`src/rtl/ext_irq_ctrl.sv`:
```
// External interrupt controller: synchronises N_SRC async lines, latches rising
// edges as pending and raises one fixed-priority request at a time to the core.
module ext_irq_ctrl #(
    parameter int N_SRC = 4,
    parameter int ID_W  = 2
) (
    input  logic             clk,
    input  logic             reset,
    input  logic [N_SRC-1:0] irq_src,
    input  logic [N_SRC-1:0] irq_mask,
    input  logic [N_SRC-1:0] pend_clr,
    input  logic             ExtIAck,
    input  logic             ERet,
    output logic             ExtIRQ,
    output logic [ID_W-1:0]  irq_id,
    output logic             irq_busy,
    output logic [N_SRC-1:0] pending
);

    typedef enum logic [1:0] {
        ST_IDLE    = 2'd0,
        ST_REQ     = 2'd1,
        ST_SERVICE = 2'd2
    } state_e;

    state_e           state_q, state_d;
    logic [N_SRC-1:0] sync1_q, sync1_d;
    logic [N_SRC-1:0] sync2_q, sync2_d;
    logic [N_SRC-1:0] prev_q, prev_d;
    logic [N_SRC-1:0] pending_q, pending_d;
    logic [ID_W-1:0]  irq_id_q, irq_id_d;
    logic             ext_irq_q, ext_irq_d;
    logic             irq_busy_q, irq_busy_d;

    logic [N_SRC-1:0] rise;
    logic [N_SRC-1:0] eligible;
    logic [N_SRC-1:0] ack_clr;
    logic [ID_W-1:0]  winner;

    always_comb begin
        sync1_d  = irq_src;
        sync2_d  = sync1_q;
        prev_d   = sync2_q;
        rise     = sync2_q & ~prev_q;
        eligible = pending_q & ~irq_mask;

        // Scan from the top so the lowest eligible index is the last to win.
        winner = '0;
        for (int unsigned i = N_SRC; i > 0; i--) begin
            if (eligible[i-1]) begin
                winner = ID_W'(i - 1);
            end
        end

        state_d  = state_q;
        irq_id_d = irq_id_q;
        ack_clr  = '0;

        case (state_q)
            ST_IDLE: begin
                if (|eligible) begin
                    state_d  = ST_REQ;
                    irq_id_d = winner;
                end
            end
            ST_REQ: begin
                // ERet is deliberately ignored here, even alongside ExtIAck.
                if (ExtIAck) begin
                    state_d = ST_SERVICE;
                    for (int unsigned i = 0; i < N_SRC; i++) begin
                        if (irq_id_q == ID_W'(i)) begin
                            ack_clr[i] = 1'b1;
                        end
                    end
                end
            end
            ST_SERVICE: begin
                if (ERet) begin
                    state_d = ST_IDLE;
                end
            end
            default: begin
                state_d = ST_IDLE;
            end
        endcase

        // A fresh edge beats both clears in the same cycle.
        pending_d  = (pending_q & ~ack_clr & ~pend_clr) | rise;
        ext_irq_d  = (state_d == ST_REQ);
        irq_busy_d = (state_d == ST_SERVICE);
    end

    always_ff @(posedge clk or negedge reset) begin
        if (!reset) begin
            state_q    <= ST_IDLE;
            sync1_q    <= '0;
            sync2_q    <= '0;
            prev_q     <= '0;
            pending_q  <= '0;
            irq_id_q   <= '0;
            ext_irq_q  <= 1'b0;
            irq_busy_q <= 1'b0;
        end else begin
            state_q    <= state_d;
            sync1_q    <= sync1_d;
            sync2_q    <= sync2_d;
            prev_q     <= prev_d;
            pending_q  <= pending_d;
            irq_id_q   <= irq_id_d;
            ext_irq_q  <= ext_irq_d;
            irq_busy_q <= irq_busy_d;
        end
    end

    assign ExtIRQ   = ext_irq_q;
    assign irq_id   = irq_id_q;
    assign irq_busy = irq_busy_q;
    assign pending  = pending_q;

endmodule

```
`config.mk`:
```
export PLATFORM = sky130hd
export DESIGN_NAME = ext_irq_ctrl
export DESIGN_NICKNAME = d
export VERILOG_FILES = /design/src/rtl/ext_irq_ctrl.sv
export SDC_FILE = /design/constraint.sdc
export NUM_CORES = 1
export LEC_CHECK = 0
export ABC_AREA = 1
export BUFFER_PORTS_ARGS = -buffer_cell sky130_fd_sc_hd__buf_2
export CAP_MARGIN = 40
export CORE_AREA = 2 2 47 49
export CTS_CLUSTER_DIAMETER = 30
export CTS_CLUSTER_SIZE = 20
export DETAILED_ROUTE_END_ITERATION = 12
export DIE_AREA = 0 0 49 51
export GPL_TIMING_DRIVEN = 0
export PLACE_DENSITY_LB_ADDON = 0.25
export SLEW_MARGIN = 20
export SYNTH_ARGS = -nofsm -noshare
export SYNTH_HDL_FRONTEND = slang
export SYNTH_SLANG_ARGS = --single-unit
```
`constraint.sdc`:
```
create_clock -name clk -period 0.9 [get_ports clk]
set_clock_uncertainty 0.05 [all_clocks]
set_input_delay 0.18 -clock clk [delete_from_list [all_inputs] [get_ports clk]]
set_output_delay 0.18 -clock clk [all_outputs]
set_load 0.005 [all_outputs]
```
==> results of run 1 <==
## Yosys cell counts, drive strengths merged
library cell,number
dfrtp,22
nand2,19
inv,17
nand3,7
nor2,5
o21ai,3
o211ai,2
or2,2
a21oi,1
nor3,1
## final cells by class
type                            instances  area (µm²)
Multi-Input combinational cell         40         229
Sequential cell                        22         552
Inverter                               17        63.8
Tap cell                               28        35.0
Timing Repair Buffer                   34         210
Clock buffer                            3        22.5
Fill cell                             198         951
## per-stage QoR
step                setup WS, ps  util (%)
finish                      -179      53.9
global route                -264      53.9
CTS                         -177      52.7
detailed placement          -134      46.3
global placement            -121      46.3
floorplan                  -40.9         -
## report_power, final
group	switching (mW)	internal, mW
clock network	0.258	0.156
logic	0.422	0.384
registers	0.107	1.16
## repair_timing
| item | in CTS | in global routing |
|---|---|---|
| setup endpoints to repair | 18 | 18 |
| pin swaps | 5 | 3 |
| hold endpoints to repair | 26 | 0 |
| hold buffers | 5 | 0 |
| resized for setup | 5 | 6 |
| setup buffers | 5 | 1 |
## placed cells by master (no fill, tap or decap)
master	synthesis	routed
dfrtp_1	22	21
o21ai_1	3	2
dlygate4sd3_1	0	5
a21oi_1	1	1
nand2_2	1	4
clkbuf_4	0	3
buf_4	0	6
inv_2	1	2
nand3_1	7	4
nor2_4	1	1
o21ai_2	0	1
o211ai_1	2	2
nor3_2	0	1
inv_1	16	15
nand3_2	0	3
buf_2	0	23
nor2_2	0	1
nand2_4	0	1
nor2_1	4	3
or2_1	2	2
dfrtp_2	0	1
nand2_1	18	14
## how the worst max path moves through the flow
stage	from	to	cells after the start
detailed placement	state_q[1]	pending[0]	6
global placement	state_q[1]	pending[0]	6
global route	state_q[1]	pending[3]	6
CTS	pending[2]	pending[2]	1
floorplan	state_q[1]	pending[1]	6
finish	state_q[1]	pending[2]	6
## sequential cells by signal, summed over array words and instances, names as in the netlist
| name | count |
|---|---|
| irq_busy | 1 |
| prev_d | 4 |
| state_q | 2 |
| ExtIRQ | 1 |
| prev_q | 4 |
| sync1_q | 4 |
| irq_id | 2 |
| pending | 4 |
## metal layers
metal  wire (µm)  vias up  global-route usage [%]
met2         780       15                    23.3
met5           0        -                       0
met4          38        0                    9.52
met1         508      304                    12.9
li1            -      314                       -
met3          52        6                    2.05
## critical path, cell delays in order (launching register included)
cell,delay (ps)
dfrtp_1,410
inv_2,90
nand2_4,60
nor2_4,150
nand3_1,100
nand3_1,70
nand2_1,50
## cell families after synthesis
kind of cell	share of synthesized area [%]
buf+inv	7.96
simple gates	19.0
flops	68.6
compound gates	4.37
==> impl_metrics.ini, run 1 <==
[run_status]
status = complete, but fails checks
violations = setup timing

[worst_setup_path]
end_kind = flop
cp_max_fo = 6
crit_required_ps = 1040
start_kind = flop
r2r-start = state_q[1]
crit_type = reg2reg
ff2ff_setup_slack_ps = -180
timing.rr.end = pending[2]
r2r_cells = 6
arrival_ps = 1220

[cells_and_area]
areaGrowthSynthToFinish_pct = 38.7
finalNetCount = 134
final_area_mm2 = 0.00111
final_cells = 144
layout-drive-gt1-share_pct = 40.5
num_antenna_cells = 0

[sta]
fin_hold_ws_ps = 68.6
hold_violations = 0
setup_slack_ps = -179
rsz0062_at_grt = true
drv_slew = 0
fmax_mhz = 927
relSlewSlack_pct = 68.8
worst_pin_slew_ps = 469
tns_ps = -2300
finalCriticalPeriod_ps = 1080
post-route-period-util_pct = 120
setup_viol = 18

[logic_synthesis]
syn_nets = 95
ys_types = 13
syn_inst = 79
netlist_area_um2 = 802
yosysWarnings = 0
ys_seq_area_share_pct = 68.6
ys_ff_latch = 22
avgSynthCellArea_um2 = 10.2
synth_top_area_share_pct = 68.6
yosys.area.top_type = dfrtp_1
synthTopCellsByArea = dfrtp_1, nand2_1, inv_1

[place]
place_area_um2 = 955
dp_cells = 130
portBuffers = 23
routabilityCongestion = 0.728
dp_hpwl_um = 992

[drt]
firstDrtPassIters = 2
viasPerCell = 4.44
postRouteAntennaNets = 0
drtIter0Drc = 2
drt-total-wl_um = 1380
drc_errors = 0
wl_per_cell_um = 9.58
dr_total_vias = 639

[global_routing]
grt.total_usage_pct = 12.6
grt-ovfl-total = 0
grt_pass1_vias = 618
antenna_found_initial = 0
grt_pass1_wl_um = 2370
grt_max_degree = 23

[run]
drv_cap = 0

[cts]
cts_sinks = 22
cts_inserted_buffers = 3
clkTransAtPathRegs_ps = 110
htree_levels = 1
clock_path_buffers = 2
clockRootBuffer = clkbuf_4
cts_tree = done
clk_latency_ps = 290

[floorplan]
core-area_mm2 = 0.00206
initial_core_util_pct = 38.9
die_h_um = 51
io_pins = 24
dieArea_mm2 = 0.00250
rows = 17
fp.dieW_um = 49

[power_and_ir_drop]
power_density_mw_per_mm2 = 2240
p_total_mw = 2.49
ir_worst_vdd_mv = 1.24
leakagePower_nw = 0.605

[hold_path]
hold_end = ExtIRQ
hp-class = in2reg
min_from = ExtIAck
hold_path_depth = 2
(Power assumes the default switching activity.)
==> run 2: changes to the inputs <==
--- a/config.mk
+++ b/config.mk
@@ -5,15 +5,16 @@
 export SDC_FILE = /design/constraint.sdc
 export NUM_CORES = 1
 export LEC_CHECK = 0
-export ABC_AREA = 1
+export ABC_AREA = 0
 export BUFFER_PORTS_ARGS = -buffer_cell sky130_fd_sc_hd__buf_2
 export CAP_MARGIN = 40
-export CORE_AREA = 2 2 47 49
+export CORE_AREA = 2 2 46 48
 export CTS_CLUSTER_DIAMETER = 30
 export CTS_CLUSTER_SIZE = 20
 export DETAILED_ROUTE_END_ITERATION = 12
-export DIE_AREA = 0 0 49 51
+export DIE_AREA = 0 0 48 50
 export GPL_TIMING_DRIVEN = 0
+export MAX_ROUTING_LAYER = met4
 export PLACE_DENSITY_LB_ADDON = 0.25
 export SLEW_MARGIN = 20
 export SYNTH_ARGS = -nofsm -noshare
==> run 2 against run 1 <==
The run still ends with setup timing left. Die area decreased by 4.0%. Maximum frequency is 21% lower. Total power grew 7.2%. Final cell count is 12% lower. Clock power rose by 25%. Area after synthesis decreased by 3.0%. Critical endpoint is now pending[3]. Highest routed layer unchanged.
==> impl_metrics.ini, run 2 <==
[cells_and_area]
layout-drive-gt1-share_pct = 40.0
seqCellArea_um2 = 552
layout_commonest_cell = buf_2
num_antenna_cells = 0
finalNetCount = 117
nFillCells = 158
post-route-util_pct = 57.8
multi_input_area_um2 = 196
areaGrowthSynthToFinish_pct = 41.2
final_cell_mix = buf_2, dfrtp_1, inv_1

[worst_setup_path]
crit_required_ps = 1040
cp-endpoint = pending[3]
r2r-start = irq_id[1]
crit_type = reg2reg
start_kind = flop
r2r_cells = 3
cp-startpoint = irq_id[1]
cp_max_fo = 4
end_kind = flop
arrival_ps = 1520
timing.rr.end = pending[3]
ff2ff_setup_slack_ps = -470

[sta]
setup_slack_ps = -474
hold_violations = 0
finalCriticalPeriod_ps = 1370
tns_ps = -3950
fin_hold_ws_ps = 17.8
worst_pin_slew_ps = 493
drv_slew = 0
rsz0062_at_grt = true
relSlewSlack_pct = 67.1
setup_viol = 17
fmax_mhz = 728
post-route-period-util_pct = 153

[cts]
clkTransAtPathRegs_ps = 110
htree_levels = 1
clk_latency_ps = 290
cts_tree = done
clockRootBuffer = clkbuf_4
cts_inserted_buffers = 3
clock_path_buffers = 2
cts_sinks = 22

[run]
drv_cap = 0

[global_routing]
antenna_found_initial = 0
grt.total_usage_pct = 14.4
grt_max_degree = 23
grt-ovfl-total = 0
grt_pass1_vias = 561
grt_pass1_wl_um = 2360

[run_status]
status = complete, but fails checks
violations = setup timing

[logic_synthesis]
synth_compound_area_share_pct = 12.7
synth_top_family_by_area = compound AO/OA/AOI/OAI gates
synth_fa_ha_area_share_pct = 0
synthFlopType = dfrtp_1
synth_edf_count = 0
yosysMostFrequentCell = dfrtp_1
avgSynthCellArea_um2 = 12.8
async_flop_share_pct = 100
muxShareOfSynthArea_pct = 0
yosys.area.top_type = dfrtp_1
ys_ff_latch = 22
synth_commonest_cells = dfrtp_1, inv_1, nor2b_1, o21ai_0
synth-simple-area-share_pct = 9.81
ys_seq_area_share_pct = 70.7
synth_top_area_share_pct = 70.7
ys_types = 17
syn_inst = 61
yosysWarnings = 0
netlist_area_um2 = 778
synth_xor_xnor_area_share_pct = 0
synthTopCellsByArea = dfrtp_1, inv_1, o32ai_1
syn_nets = 77

[drt]
drt-total-wl_um = 1460
met1_length_um = 613
drc_errors = 0
firstDrtPassIters = 4
viasPerCell = 4.58
dr_total_vias = 582
wl_met2_um = 749
wl_met3_um = 80
dr.max_layer_used = met4
drtIter0Drc = 4
wl_per_cell_um = 11.5
postRouteAntennaNets = 0

[floorplan]
rows = 16
fp.dieW_um = 48
core-area_mm2 = 0.00190
dieArea_mm2 = 0.00240
io_pins = 24
die_h_um = 50
initial_core_util_pct = 40.9

[place]
routabilityCongestion = 0.839
portBuffers = 23
post-place-ws_ps = -530
dp_hpwl_um = 945

[power_and_ir_drop]
power_density_mw_per_mm2 = 2430
ir_worst_vdd_mv = 1.22
leakagePower_nw = 0.538
p_total_mw = 2.67

[hold_path]
hp-class = in2reg
min_from = pend_clr[2]
[run 2: cell count changes after synthesis, moves of 4 or more]
| cell | change |
|---|---|
| o21ai_0 | +4 |
| nand2_1 | -16 |
| nor2b_1 | +4 |
| nand3_1 | -7 |
| inv_1 | -6 |
[run 2: layout make-up]
cell class	count	share of cell area, %
sequential	22	50.2
timing repair buffer	36	21.8
multi-input combinational	27	17.9
inverter	11	3.76
clock buffer	4	3.30
tap	27	3.08
[run 2: logic make-up after synthesis]
logic type,count (synthesis)
AOI/OAI and AO/OA,13
buffers and inverters,12
DFF,22
and+or+nand+nor,14
[run 2: how the worst min path moves through the flow]
| stage | to | cells past startpoint |
|---|---|---|
| 2_1_floorplan | ExtIRQ | 0 |
| 3_3_place_gp | irq_busy | 1 |
| 3_5_place_dp | irq_busy | 1 |
| 4_1_cts | pending[2] | 2 |
| 5_1_grt | pending[0] | 2 |
| 6_report | pending[2] | 2 |
[run 2: stage by stage]
step / cell area (µm²) / instances
finish: 1100 / 127
global placement: 927 / 111
floorplan: 778 / 61
CTS: 1050 / 124
global route: 1100 / 127
detailed placement: 927 / 111
[run 2: report_power, final]
part           total [mW]  internal (mW)  leakage (nW)  switching, mW
clock               0.515          0.246        0.0210          0.269
combinational       0.852          0.445         0.255          0.408
sequential           1.30           1.17         0.262          0.136
[run 2: repair_timing]
action                                  CTS  global route
resized for setup                         4             6
gates cloned                              0             0
pin swaps                                 2             1
endpoints found under the hold margin    26             0
buffers inserted                          5             3
hold buffers                              5             0
endpoints found under the setup margin   16            18
[run 2: critical path, stage by stage (launching register included)]
cell	delay, ps
dfrtp_1	420
inv_1	100
or4_1	470
a32o_1	230
[run 2: layer usage]
layer | track usage (%) | vias up
met5 | - | -
met3 | 2.20 | 2
met4 | 6.76 | 0
li1 | - | 288
met2 | 21.6 | 19
met1 | 18.8 | 273
==> run 3: changes to the inputs <==
--- a/config.mk
+++ b/config.mk
@@ -8,11 +8,12 @@
 export ABC_AREA = 0
 export BUFFER_PORTS_ARGS = -buffer_cell sky130_fd_sc_hd__buf_2
 export CAP_MARGIN = 40
-export CORE_AREA = 2 2 46 48
+export CORE_AREA = 2 2 45 47
+export CTS_BUF_LIST = sky130_fd_sc_hd__clkbuf_4
 export CTS_CLUSTER_DIAMETER = 30
 export CTS_CLUSTER_SIZE = 20
 export DETAILED_ROUTE_END_ITERATION = 12
-export DIE_AREA = 0 0 48 50
+export DIE_AREA = 0 0 47 49
 export GPL_TIMING_DRIVEN = 0
 export MAX_ROUTING_LAYER = met4
 export PLACE_DENSITY_LB_ADDON = 0.25
==> run 3 against run 2 <==
Final cell count rose by 1.6%. Global-route usage down 0.84 points. Count of clock-buffer cells in the layout down 1. Highest routed layer unchanged. Design area rose by 3.6%. The flow still finishes with violations (setup timing). Clock power is 21% lower. Combinational power rose by 29%. Core utilization increased by 4.1 points.
==> impl_metrics.ini, run 3 (synthesis gave the netlist of run 2 again) <==
[worst_setup_path]
end_kind = flop
path_delay_family = simple AND/OR/NAND/NOR gates
cp_max_fo = 6
cpMaxStageDelayCell = or4_4
cpPeakStageDelay_ps = 430
start_kind = flop
path_buf_inv = 0
crit_chain = nand2_2 -> or4_4 -> a32o_1
cp-startpoint = state_q[0]
arrival_ps = 1480
crit_required_ps = 1040
r2r-start = state_q[0]
crit_type = reg2reg

[cells_and_area]
num_antenna_cells = 0
nFillCells = 159
layout_commonest_cell = buf_2
multi_input_area_um2 = 233
seqCellArea_um2 = 553
areaGrowthSynthToFinish_pct = 46.3
post-route-util_pct = 61.8
finalNetCount = 120
final_cell_mix = buf_2, dfrtp_1, inv_1
layout-drive-gt1-share_pct = 49.0

[global_routing]
antenna_found_initial = 0
grt.total_usage_pct = 13.6
grt-ovfl-total = 0
grt_pass1_vias = 543
grt_max_degree = 23
grt_pass1_wl_um = 2190

[drt]
drc_errors = 0
met1_length_um = 605
dr.max_layer_used = met4
drt-total-wl_um = 1480
wl_per_cell_um = 11.5
postRouteAntennaNets = 0
firstDrtPassIters = 4
drtIter0Drc = 4
dr_total_vias = 606
wl_met2_um = 813
wl_met3_um = 54
viasPerCell = 4.70

[sta]
hold_violations = 0
worst_pin_slew_ps = 467
finalCriticalPeriod_ps = 1340
setup_slack_ps = -442
relSlewSlack_pct = 68.9
post-route-period-util_pct = 149
fmax_mhz = 745
drv_slew = 0
rsz0062_at_grt = true
setup_viol = 18

[run_status]
status = complete, but fails checks
violations = setup timing

[hold_path]
hp-class = in2reg
min_from = pend_clr[2]

[power_and_ir_drop]
power_density_mw_per_mm2 = 2430
leakagePower_nw = 0.553
p_total_mw = 2.77
ir_worst_vdd_mv = 1.43

[place]
portBuffers = 23
routabilityCongestion = 0.826
dp_hpwl_um = 941

[floorplan]
initial_core_util_pct = 42.3
io_pins = 24
rows = 16
core-area_mm2 = 0.00184
fp.dieW_um = 47
die_h_um = 49
dieArea_mm2 = 0.00230

[cts]
clockRootBuffer = clkbuf_4
clkTransAtPathRegs_ps = 110
cts_inserted_buffers = 3
clk_latency_ps = 290
cts_tree = done
htree_levels = 1
clock_path_buffers = 2
cts_sinks = 22

[run]
drv_cap = 0
[run 3: timing repair]
| action | 4_1_cts | 5_1_grt |
|---|---|---|
| gates resized for setup | 15 | 8 |
| setup endpoints to repair | 16 | 18 |
| hold buffers | 5 | 0 |
| pin swaps | 4 | 3 |
| cloned | 0 | 0 |
| hold endpoints to repair | 26 | 0 |
| setup buffers | 9 | 3 |
[run 3: power breakdown]
group	total [mW]	switching, mW	internal (mW)
sequential	1.26	0.0890	1.17
clock	0.406	0.250	0.155
combinational	1.10	0.547	0.555
total	2.77	0.887	1.88
[run 3: layout make-up]
class	count	area share, %
clock buffers	3	1.98
multi-input cells	27	20.4
inverters	11	3.63
flip-flops and latches	22	48.6
repair buffers	39	22.4
well taps	27	2.97
[run 3: path summary, 6_finish.rpt]
check	endpoint	slack, ps	cells after the start
max	pending[3]	-440	3
max reg2reg	pending[3]	-440	3
min reg2reg	prev_d[3]	310	0
min in group asynchronous	irq_busy	320	2
min	pending[2]	20	2
max in group asynchronous	irq_id[0]	140	2
[run 3: stage by stage]
step	hold slack, ps	instance area, µm²	setup WS, ps	instances	setup TNS (ps)
floorplan	-166	778	-476	61	-1540
finish	23.5	1140	-442	129	-4310
global route	2.86	1140	-468	129	-5210
CTS	16.5	1080	-456	127	-4350
global placement	109	927	-537	111	-2210
detailed placement	115	927	-544	111	-2390
[run 3: routing by layer]
layer	GRT usage [%]	up-vias
met5	-	-
li1	-	295
met2	21.0	16
met1	17.4	293
met4	5.56	0
met3	2.22	2
